File: src/rtl/stat_scheduler_if.sv
// -----------------------------------------------------------------------------
// stat_scheduler_if
//   Address/strobe port between the stat scheduler and the pet-status
//   register bank.
//
//   state       bank address, driven by the scheduler
//   UpState     one-cycle increment strobe for the entry at state
//   DownState   one-cycle decrement strobe for the entry at state
//   stateValue  bank read data for the entry at state
//
//   master: scheduler side; slave: bank side.
// -----------------------------------------------------------------------------
interface stat_scheduler_if #(
    parameter int BIT_ADDR = 3,
    parameter int BIT_DATO = 3
);
    logic [BIT_ADDR-1:0] state;
    logic                UpState;
    logic                DownState;
    logic [BIT_DATO-1:0] stateValue;

    modport master (
        output state,
        output UpState,
        output DownState,
        input  stateValue
    );

    modport slave (
        input  state,
        input  UpState,
        input  DownState,
        output stateValue
    );
endinterface

File: src/rtl/stat_scheduler.sv
// -----------------------------------------------------------------------------
// stat_scheduler
//   Shares the status bank's single address/strobe port between user action
//   requests (increment entries 0..3) and a periodic decay sweep (decrement
//   entries 0..NSTAT-1). After each sweep the health entry is read back and a
//   sticky death flag is raised if it reached DEAD_VAL.
//
//   clk    system clock, rising edge
//   Reset  asynchronous active-low reset
//   req    action request pulses, bit i increments entry i
//   bank   address/strobe port to the status bank (master side)
//   busy   high while an access or a sweep is in progress
//   dead   sticky death flag, cleared only by Reset
//   tick   one-cycle pulse at each decay tick
// -----------------------------------------------------------------------------
module stat_scheduler #(
    parameter int BIT_ADDR    = 3,
    parameter int BIT_DATO    = 3,
    parameter int NSTAT       = 5,
    parameter int TICK_DIV    = 50000000,
    parameter int HEALTH_ADDR = 4,
    parameter int DEAD_VAL    = 1
) (
    input  logic                  clk,
    input  logic                  Reset,
    input  logic [3:0]            req,
    stat_scheduler_if.master      bank,
    output logic                  busy,
    output logic                  dead,
    output logic                  tick
);

    localparam int CNT_W = $clog2(TICK_DIV);

    localparam logic [CNT_W-1:0]    CNT_LAST  = CNT_W'(TICK_DIV - 1);
    localparam logic [BIT_ADDR-1:0] SWEEP_END = BIT_ADDR'(NSTAT - 1);
    localparam logic [BIT_ADDR-1:0] HEALTH_A  = BIT_ADDR'(HEALTH_ADDR);
    localparam logic [BIT_DATO-1:0] DEAD_V    = BIT_DATO'(DEAD_VAL);

    typedef enum logic [2:0] {
        IDLE,
        U_ADDR,
        U_STB,
        D_ADDR,
        D_STB,
        CHK
    } fsm_e;

    fsm_e                fsm_q,   fsm_d;
    logic [BIT_ADDR-1:0] addr_q,  addr_d;
    logic [3:0]          pend_q,  pend_d;
    logic [CNT_W-1:0]    cnt_q,   cnt_d;
    logic                dpend_q, dpend_d;
    logic                dead_q,  dead_d;
    logic                up_q,    up_d;
    logic                down_q,  down_d;
    logic                busy_q,  busy_d;

    logic [3:0]          pend_clr;
    logic                take_decay;

    // Lowest set bit wins, so feed beats play beats sleep beats heal.
    function automatic logic [1:0] lowest_set(input logic [3:0] v);
        lowest_set = 2'd0;
        for (int i = 3; i >= 0; i--) begin
            if (v[i]) lowest_set = 2'(i);
        end
    endfunction

    assign tick = (cnt_q == CNT_LAST);

    always_comb begin
        // NOTE: every signal gets a default first so no path leaves it
        // unassigned, which would otherwise infer a latch.
        fsm_d      = fsm_q;
        addr_d     = addr_q;
        dead_d     = dead_q;
        pend_clr   = 4'b0000;
        take_decay = 1'b0;

        cnt_d = tick ? '0 : cnt_q + CNT_W'(1);

        unique case (fsm_q)
            IDLE: begin
                if (!dead_q) begin
                    if (|pend_q) begin
                        addr_d = BIT_ADDR'(lowest_set(pend_q));
                        fsm_d  = U_ADDR;
                    end else if (dpend_q) begin
                        addr_d     = '0;
                        take_decay = 1'b1;
                        fsm_d      = D_ADDR;
                    end
                end
            end
            U_ADDR: fsm_d = U_STB;
            U_STB: begin
                pend_clr = 4'b0001 << addr_q[1:0];
                fsm_d    = IDLE;
            end
            D_ADDR: fsm_d = D_STB;
            D_STB: begin
                if (addr_q == SWEEP_END) begin
                    addr_d = HEALTH_A;
                    fsm_d  = CHK;
                end else begin
                    addr_d = addr_q + BIT_ADDR'(1);
                    fsm_d  = D_ADDR;
                end
            end
            CHK: begin
                // Bank already applied the last decrement, so this is the
                // post-decay health value.
                if (bank.stateValue == DEAD_V) dead_d = 1'b1;
                fsm_d = IDLE;
            end
            default: fsm_d = IDLE;
        endcase

        // A request landing on the clearing cycle re-sets its bit.
        pend_d = (pend_q & ~pend_clr) | req;

        // Ticks while a sweep is already pending simply merge into it.
        if (take_decay)  dpend_d = 1'b0;
        else if (tick)   dpend_d = 1'b1;
        else             dpend_d = dpend_q;

        // Outputs are decoded from the next state and registered, so they
        // line up with the state the FSM is in.
        up_d   = (fsm_d == U_STB);
        down_d = (fsm_d == D_STB);
        busy_d = (fsm_d != IDLE);
    end

    always_ff @(posedge clk or negedge Reset) begin
        if (!Reset) begin
            fsm_q   <= IDLE;
            addr_q  <= '0;
            pend_q  <= 4'b0000;
            cnt_q   <= '0;
            dpend_q <= 1'b0;
            dead_q  <= 1'b0;
            up_q    <= 1'b0;
            down_q  <= 1'b0;
            busy_q  <= 1'b0;
        end else begin
            // NOTE: non-blocking assignments make every flop update from the
            // pre-edge values, independent of statement order.
            fsm_q   <= fsm_d;
            addr_q  <= addr_d;
            pend_q  <= pend_d;
            cnt_q   <= cnt_d;
            dpend_q <= dpend_d;
            dead_q  <= dead_d;
            up_q    <= up_d;
            down_q  <= down_d;
            busy_q  <= busy_d;
        end
    end

    assign bank.state     = addr_q;
    assign bank.UpState   = up_q;
    assign bank.DownState = down_q;
    assign busy           = busy_q;
    assign dead           = dead_q;

endmodule

File: src/flat_wrapper.sv
// flat-port wrapper written by rule: the top's interface ports become plain ports
module stat_scheduler_flat 
#(
    parameter int BIT_ADDR    = 3,
    parameter int BIT_DATO    = 3,
    parameter int NSTAT       = 5,
    parameter int TICK_DIV    = 50000000,
    parameter int HEALTH_ADDR = 4,
    parameter int DEAD_VAL    = 1
)
  (clk, Reset, req, busy, dead, tick, bank_state, bank_UpState, bank_DownState, bank_stateValue);
  stat_scheduler_if #(.BIT_ADDR(BIT_ADDR), .BIT_DATO(BIT_DATO)) bank_i ();
  input  logic clk;
  input  logic Reset;
  input  logic [3:0] req;
  output logic busy;
  output logic dead;
  output logic tick;
  output wire logic [$bits(bank_i.state)-1:0] bank_state;
  output wire logic [$bits(bank_i.UpState)-1:0] bank_UpState;
  output wire logic [$bits(bank_i.DownState)-1:0] bank_DownState;
  input wire logic [$bits(bank_i.stateValue)-1:0] bank_stateValue;
  assign bank_state = bank_i.state;
  assign bank_UpState = bank_i.UpState;
  assign bank_DownState = bank_i.DownState;
  assign bank_i.stateValue = bank_stateValue;
  stat_scheduler #(.BIT_ADDR(BIT_ADDR), .BIT_DATO(BIT_DATO), .NSTAT(NSTAT), .TICK_DIV(TICK_DIV), .HEALTH_ADDR(HEALTH_ADDR), .DEAD_VAL(DEAD_VAL)) u_core (.clk(clk), .Reset(Reset), .req(req), .bank(bank_i), .busy(busy), .dead(dead), .tick(tick));
endmodule
File: config.mk
export PLATFORM = sky130hd
export DESIGN_NAME = stat_scheduler_flat
export DESIGN_NICKNAME = d
export VERILOG_FILES = /design/src/rtl/stat_scheduler_if.sv /design/src/rtl/stat_scheduler.sv /design/src/flat_wrapper.sv
export SDC_FILE = /design/constraint.sdc
export NUM_CORES = 1
export LEC_CHECK = 0
export CORE_ASPECT_RATIO = 0.75
export CORE_MARGIN = 3
export CORE_UTILIZATION = 53
export DETAILED_ROUTE_END_ITERATION = 8
export GPL_TIMING_DRIVEN = 0
export HOLD_SLACK_MARGIN = 0.1
export PLACE_DENSITY_LB_ADDON = 0.3
export SYNTH_ARGS = -nofsm -noshare
export SYNTH_HDL_FRONTEND = slang
export SYNTH_SLANG_ARGS = --single-unit
File: constraint.sdc
create_clock -name clk -period 2.35 [get_ports clk]
set_input_delay 0.705 -clock clk [delete_from_list [all_inputs] [get_ports clk]]
set_output_delay 0.705 -clock clk [all_outputs]
set_load 0.1 [all_outputs]
# After elaboration in Yosys (flattened, before gate mapping)
# Cells that the tools add are included.
[classes]
eq_ne = 12
bitwise = 3
shifts = 1
addsub = 2
n_mux = 22
reduce_logical = 7
[op_table]
columns = ["op", "n"]
rows = [
  ["$add A26 B1 Y26 const B", 1],
  ["$eq A26 B26 Y1 const B", 1],
  ["$mux W26", 1],
  ["$mux W3", 8],
  ["$eq A3 B3 Y1 const B", 4],
  ["$pmux W3 S4", 1],
  ["$eq A3 B2 Y1 const B", 3],
  ["$mux W2", 4],
  ["$eq A3 B1 Y1 const B", 2],
  ["$mux W1", 6],
  ["$pmux W3 S2", 1],
  ["$and A4 B4 Y4", 1],
  ["$mux W4", 1],
  ["$not A4 Y4", 1],
  ["$or A4 B4 Y4", 1],
  ["$reduce_bool A2 Y1", 2],
  ["$reduce_or A4 Y1", 1],
  ["$shl A1 B2 Y4 const A", 1],
  ["$add A3 B1 Y3 const B", 1],
  ["$logic_not A3 Y1", 1],
  ["$ne A3 B1 Y1 const B", 1],
  ["$reduce_and A3 Y1", 1],
  ["$reduce_bool A3 Y1", 1],
  ["$ne A2 B2 Y1 const B", 1],
  ["$reduce_and A2 Y1", 1],
]
[word_totals]
output_inout_bits = 8
wordCells = 56
input_bits = 9
ff_bits = 41

# Logic depth before layout (Yosys ltp)
[logic_depth]
word_depth = 7
ltp_mapped = 6
mapped_depth_nobuf = 6

# Worst setup path after synthesis
# Ideal clock, no wire load.
[synth_timing]
kind = "register -> output"
from = "register u_core.cnt_q[0]"
to = "output port tick"
arrival_time_ns = 2.639
t_required_ns = 1.645
path_stages_with_launch = 5
path_buffers = 0
slack_ns = -0.994
path_cell_list = "dfrtp_1 -> ha_1 -> nand4_1 -> or4_1 -> nor2_1"
[synth_via]
elab_chain_len = 1
[synth_rtl]
columns = ["element", "line", "rtl"]
rows = [
  ["start, declared", "stat_scheduler.sv:52", "logic [CNT_W-1:0] cnt_q, cnt_d;"],
  ["start signal, assigned", "stat_scheduler.sv:152", "cnt_q <= cnt_d;"],
  ["$eq A26 B26 Y1", "stat_scheduler.sv:70", "assign tick = (cnt_q == CNT_LAST);"],
  ["end, declared", "flat_wrapper.sv:18", "output logic tick;"],
]
# No other way between the ends.

# Worst setup path in the final report
# Same ends and word-level chain as after synthesis.

==> flow_metrics.env <==
export IMPL_global_route_wire_length_before_repair_um=7220
export IMPL_areaGrowthSynthToFinish_pct=19.9
export IMPL_via_per_inst=5.83
export IMPL_transition_time_at_the_pin_with_the_least_slew_margin_ns=0.955
export IMPL_preCtsSetupSlack_ns=-0.956
export IMPL_grt_overflow_total=0
export IMPL_grt_start_max_net_pins=42
export IMPL_power_density_nw_per_um2=759
export IMPL_synth_nets=213
export IMPL_critical_path_reg2reg_startpoint="u_core.cnt_q[0]"
export IMPL_global_route_usage_total_pct=20.1
export IMPL_cts_root_buffer_cell="sky130_fd_sc_hd__clkbuf_8"
export IMPL_grt_antenna_before_repair=0
export IMPL_synth_async_sr_flop_share_pct=100
export IMPL_place_hpwl_um=3030
export IMPL_fp_dieArea_um2=4640
export IMPL_tritoncts_num_buffers=5
export IMPL_fin_skew_ns=0.00719
export IMPL_detailed_place_area_um2=2270
export IMPL_worstHoldEndpoint="u_core.cnt_q[25]"
export IMPL_placementRows=18
export IMPL_layout_nets=243
export IMPL_fmax_mhz=384
export IMPL_clk_pin_slew_worst_paths_ns=0.07
export IMPL_dr_total_vias=1626
export IMPL_failed_checks="negative setup slack"
export IMPL_total_leakage_power_uw=0.00104
export IMPL_final_worst_path_cycle_share_pct=111
export IMPL_post_synthesis_average_cell_area_um2=10.3
export IMPL_hold_path_class="reg -> reg"
export IMPL_drive_above_1_share_pct=14.4
export IMPL_report_final_hold_viol_count=0
export IMPL_start_util_pct=58.5
export IMPL_synthCells=199
export IMPL_holdCritStartpoint="u_core.cnt_q[25]"
export IMPL_worst_ir_drop_vdd_mv=0.615
export IMPL_core_um2=3490
export IMPL_clkSinkCount=41
export IMPL_worst_endpoint_required_ns=1.64
export IMPL_worst_path_max_fanout=5
export IMPL_ys_warn_count=0
export IMPL_cts_hold_fix_bufs=0
export IMPL_worst_setup_path_type="reg -> out"
export IMPL_yosysSeqAreaShare_pct=50.3
export IMPL_synth_edf_count=0
export IMPL_number_of_global_route_vias_before_repair=1521
export IMPL_cts_tree="yes"
export IMPL_max_cap_viol_count=0
export IMPL_maxSlewViolCount=0
export IMPL_setup_violations_final=1
export IMPL_layout_commonest_cell="sky130_fd_sc_hd__dfrtp_1"
export IMPL_layout_setup_ws_ns=-0.256
export IMPL_final_antenna_net_count=0
export IMPL_outcome="complete, but fails checks"
export IMPL_die_width_um=77.7
export IMPL_drc=0
export IMPL_synth_flop_cell="sky130_fd_sc_hd__dfrtp_1"
export IMPL_antenna_cells_inserted=0
export IMPL_r2r_end="u_core.cnt_q[7]"
export IMPL_synth_seq_cells=41
export IMPL_netlist_cell_type_count=42
export IMPL_reg2reg_slack_ns=0.29
export IMPL_holdPathStages=1
export IMPL_grt_setup_unrepaired="true"
export IMPL_crit_arrival_ns=1.90
export IMPL_stdcell_area_um2=2450
export IMPL_dr_first_iter_drc_count=183
export IMPL_finalWeightedCongestion=0.857
export IMPL_summed_negative_setup_slack_over_all_endpoints_ns=-0.256
export IMPL_detailedRoute_firstPassIterationCount=4
export IMPL_cts_max_level=2
export IMPL_drt_wirelength_per_cell_um=15.1
export IMPL_worst_slew_margin_rel_pct=36.6
export IMPL_clock_tree_buffer_depth=2
export IMPL_fp_dieH_um=59.7
export IMPL_numPortBuffers=16
export IMPL_cp_start_kind="register"
export IMPL_mappedNetlistArea_um2=2040
export IMPL_floorplan_io_pins=17
export IMPL_finalWirelength_um=4220
export IMPL_clock_latency_ns=0.29
export IMPL_final_min_clock_period_ns=2.61
export IMPL_worst_r2r_cell_count=7
export IMPL_mostFrequentLayoutCells="sky130_fd_sc_hd__dfrtp_1 (41), sky130_fd_sc_hd__nor2_1 (14), sky130_fd_sc_hd__nand3_1 (14), sky130_fd_sc_hd__nand2_1 (14), sky130_fd_sc_hd__xnor2_1 (13)"
export IMPL_cp_end_kind="output port"
-- cell usage after synthesis (5+ instances only) --
| cell | count | area [µm²] |
|---|---|---|
| sky130_fd_sc_hd__ha_1 | 5 | 62.6 |
| sky130_fd_sc_hd__nand3_1 | 14 | 70.1 |
| sky130_fd_sc_hd__xnor2_1 | 13 | 114 |
| sky130_fd_sc_hd__nor2_1 | 15 | 56.3 |
| sky130_fd_sc_hd__nand4_1 | 8 | 50.1 |
| sky130_fd_sc_hd__a21oi_1 | 7 | 35.0 |
| sky130_fd_sc_hd__inv_1 | 8 | 30.0 |
| sky130_fd_sc_hd__and3_1 | 5 | 31.3 |
| sky130_fd_sc_hd__dfrtp_1 | 41 | 1030 |
| sky130_fd_sc_hd__mux2i_1 | 7 | 70.1 |
| sky130_fd_sc_hd__nand2_1 | 14 | 52.6 |
| sky130_fd_sc_hd__o21ai_0 | 7 | 35.0 |
-- registers in the layout, indices dropped and copies added, names as in the netlist --
| signal | flops |
|---|---|
| u_core.cnt_q | 26 |
| u_core.pend_q | 4 |
| u_core.bank.state | 3 |
| u_core.fsm_q | 3 |
| u_core.bank.DownState | 1 |
| u_core.bank.UpState | 1 |
| u_core.busy | 1 |
| u_core.dead | 1 |
| u_core.dpend_q | 1 |
-- cell type report --
class	count	area, µm²
Timing Repair Buffer	23	210
Tap cell	50	62.6
Inverter	8	30.0
Clock buffer	5	68.8
Sequential cell	41	1030
Fill cell	243	1040
Multi-Input combinational cell	148	1010
Clock inverter	2	35.0
Buffer	2	8.76
-- what timing repair did --
item | in CTS | in global routing
pin swaps | 0 | 4
endpoints found under the setup margin | 8 | 3
buffers inserted | 3 | 4
resized for setup | 16 | 3
-- kinds of logic (layout without fill, tap and decap cells) --
kind of cell               Yosys count  in the layout  synth area share, %
AOI/OAI and AO/OA                   31             31                 9.93
xor gates and xnor gates            15             15                 6.44
adders and majority gates            5              5                 3.07
buffers and inverters               10             40                 1.90
DFF                                 41             41                 50.3
muxes                                8              8                 3.99
and+or+nand+nor                     89             89                 24.4
-- power by group --
group / internal (µW) / total [µW] / leakage, µW / switching (µW)
clock network: 308 / 528 / 0.0000540 / 220
logic: 136 / 505 / 0.000453 / 369
registers: 766 / 824 / 0.000529 / 58.0
total: 1210 / 1860 / 0.00104 / 647
-- critical path, stage by stage (launching register included) --
cell and delay [ns]:
sky130_fd_sc_hd__dfrtp_1 0.39, sky130_fd_sc_hd__ha_4 0.15, sky130_fd_sc_hd__nand4_1 0.14, sky130_fd_sc_hd__or4_4 0.63, sky130_fd_sc_hd__nor2_4 0.13, sky130_fd_sc_hd__buf_12 0.18
-- metrics by stage --
| step | utilization, % | instances | hold slack [ns] | total power (µW) |
|---|---|---|---|---|
| finish | 70.1 | 279 | 0.477 | 1860 |
| detailed placement | 65.1 | 265 | 0.462 | 1370 |
| global route | 70.1 | 279 | 0.493 | 1940 |
| CTS | 68.7 | 275 | 0.476 | 1880 |
| global placement | 65.2 | 265 | 0.460 | 1350 |
| floorplan | - | 199 | 0.409 | 1220 |
-- routing by layer --
metal,track usage (%),up-vias,routed length [µm]
met5,0,-,0
met4,8.12,0,73
met3,6.33,10,329
met2,28.8,53,1780
met1,28.4,785,2040
li1,-,778,-
-- how the worst max path moves through the flow --
stage                                start    to  slack, ns  depth (start not counted)
final                      u_core.cnt_q[0]  tick      -0.26                          5
after global routing       u_core.cnt_q[0]  tick      -0.29                          5
after CTS                 u_core.cnt_q[10]  tick      -0.21                          4
after detailed placement   u_core.cnt_q[0]  tick      -0.96                          5
after global placement     u_core.cnt_q[0]  tick      -0.94                          5
after floorplan            u_core.cnt_q[0]  tick      -0.08                          4
Power figures use the tool's default switching activity.
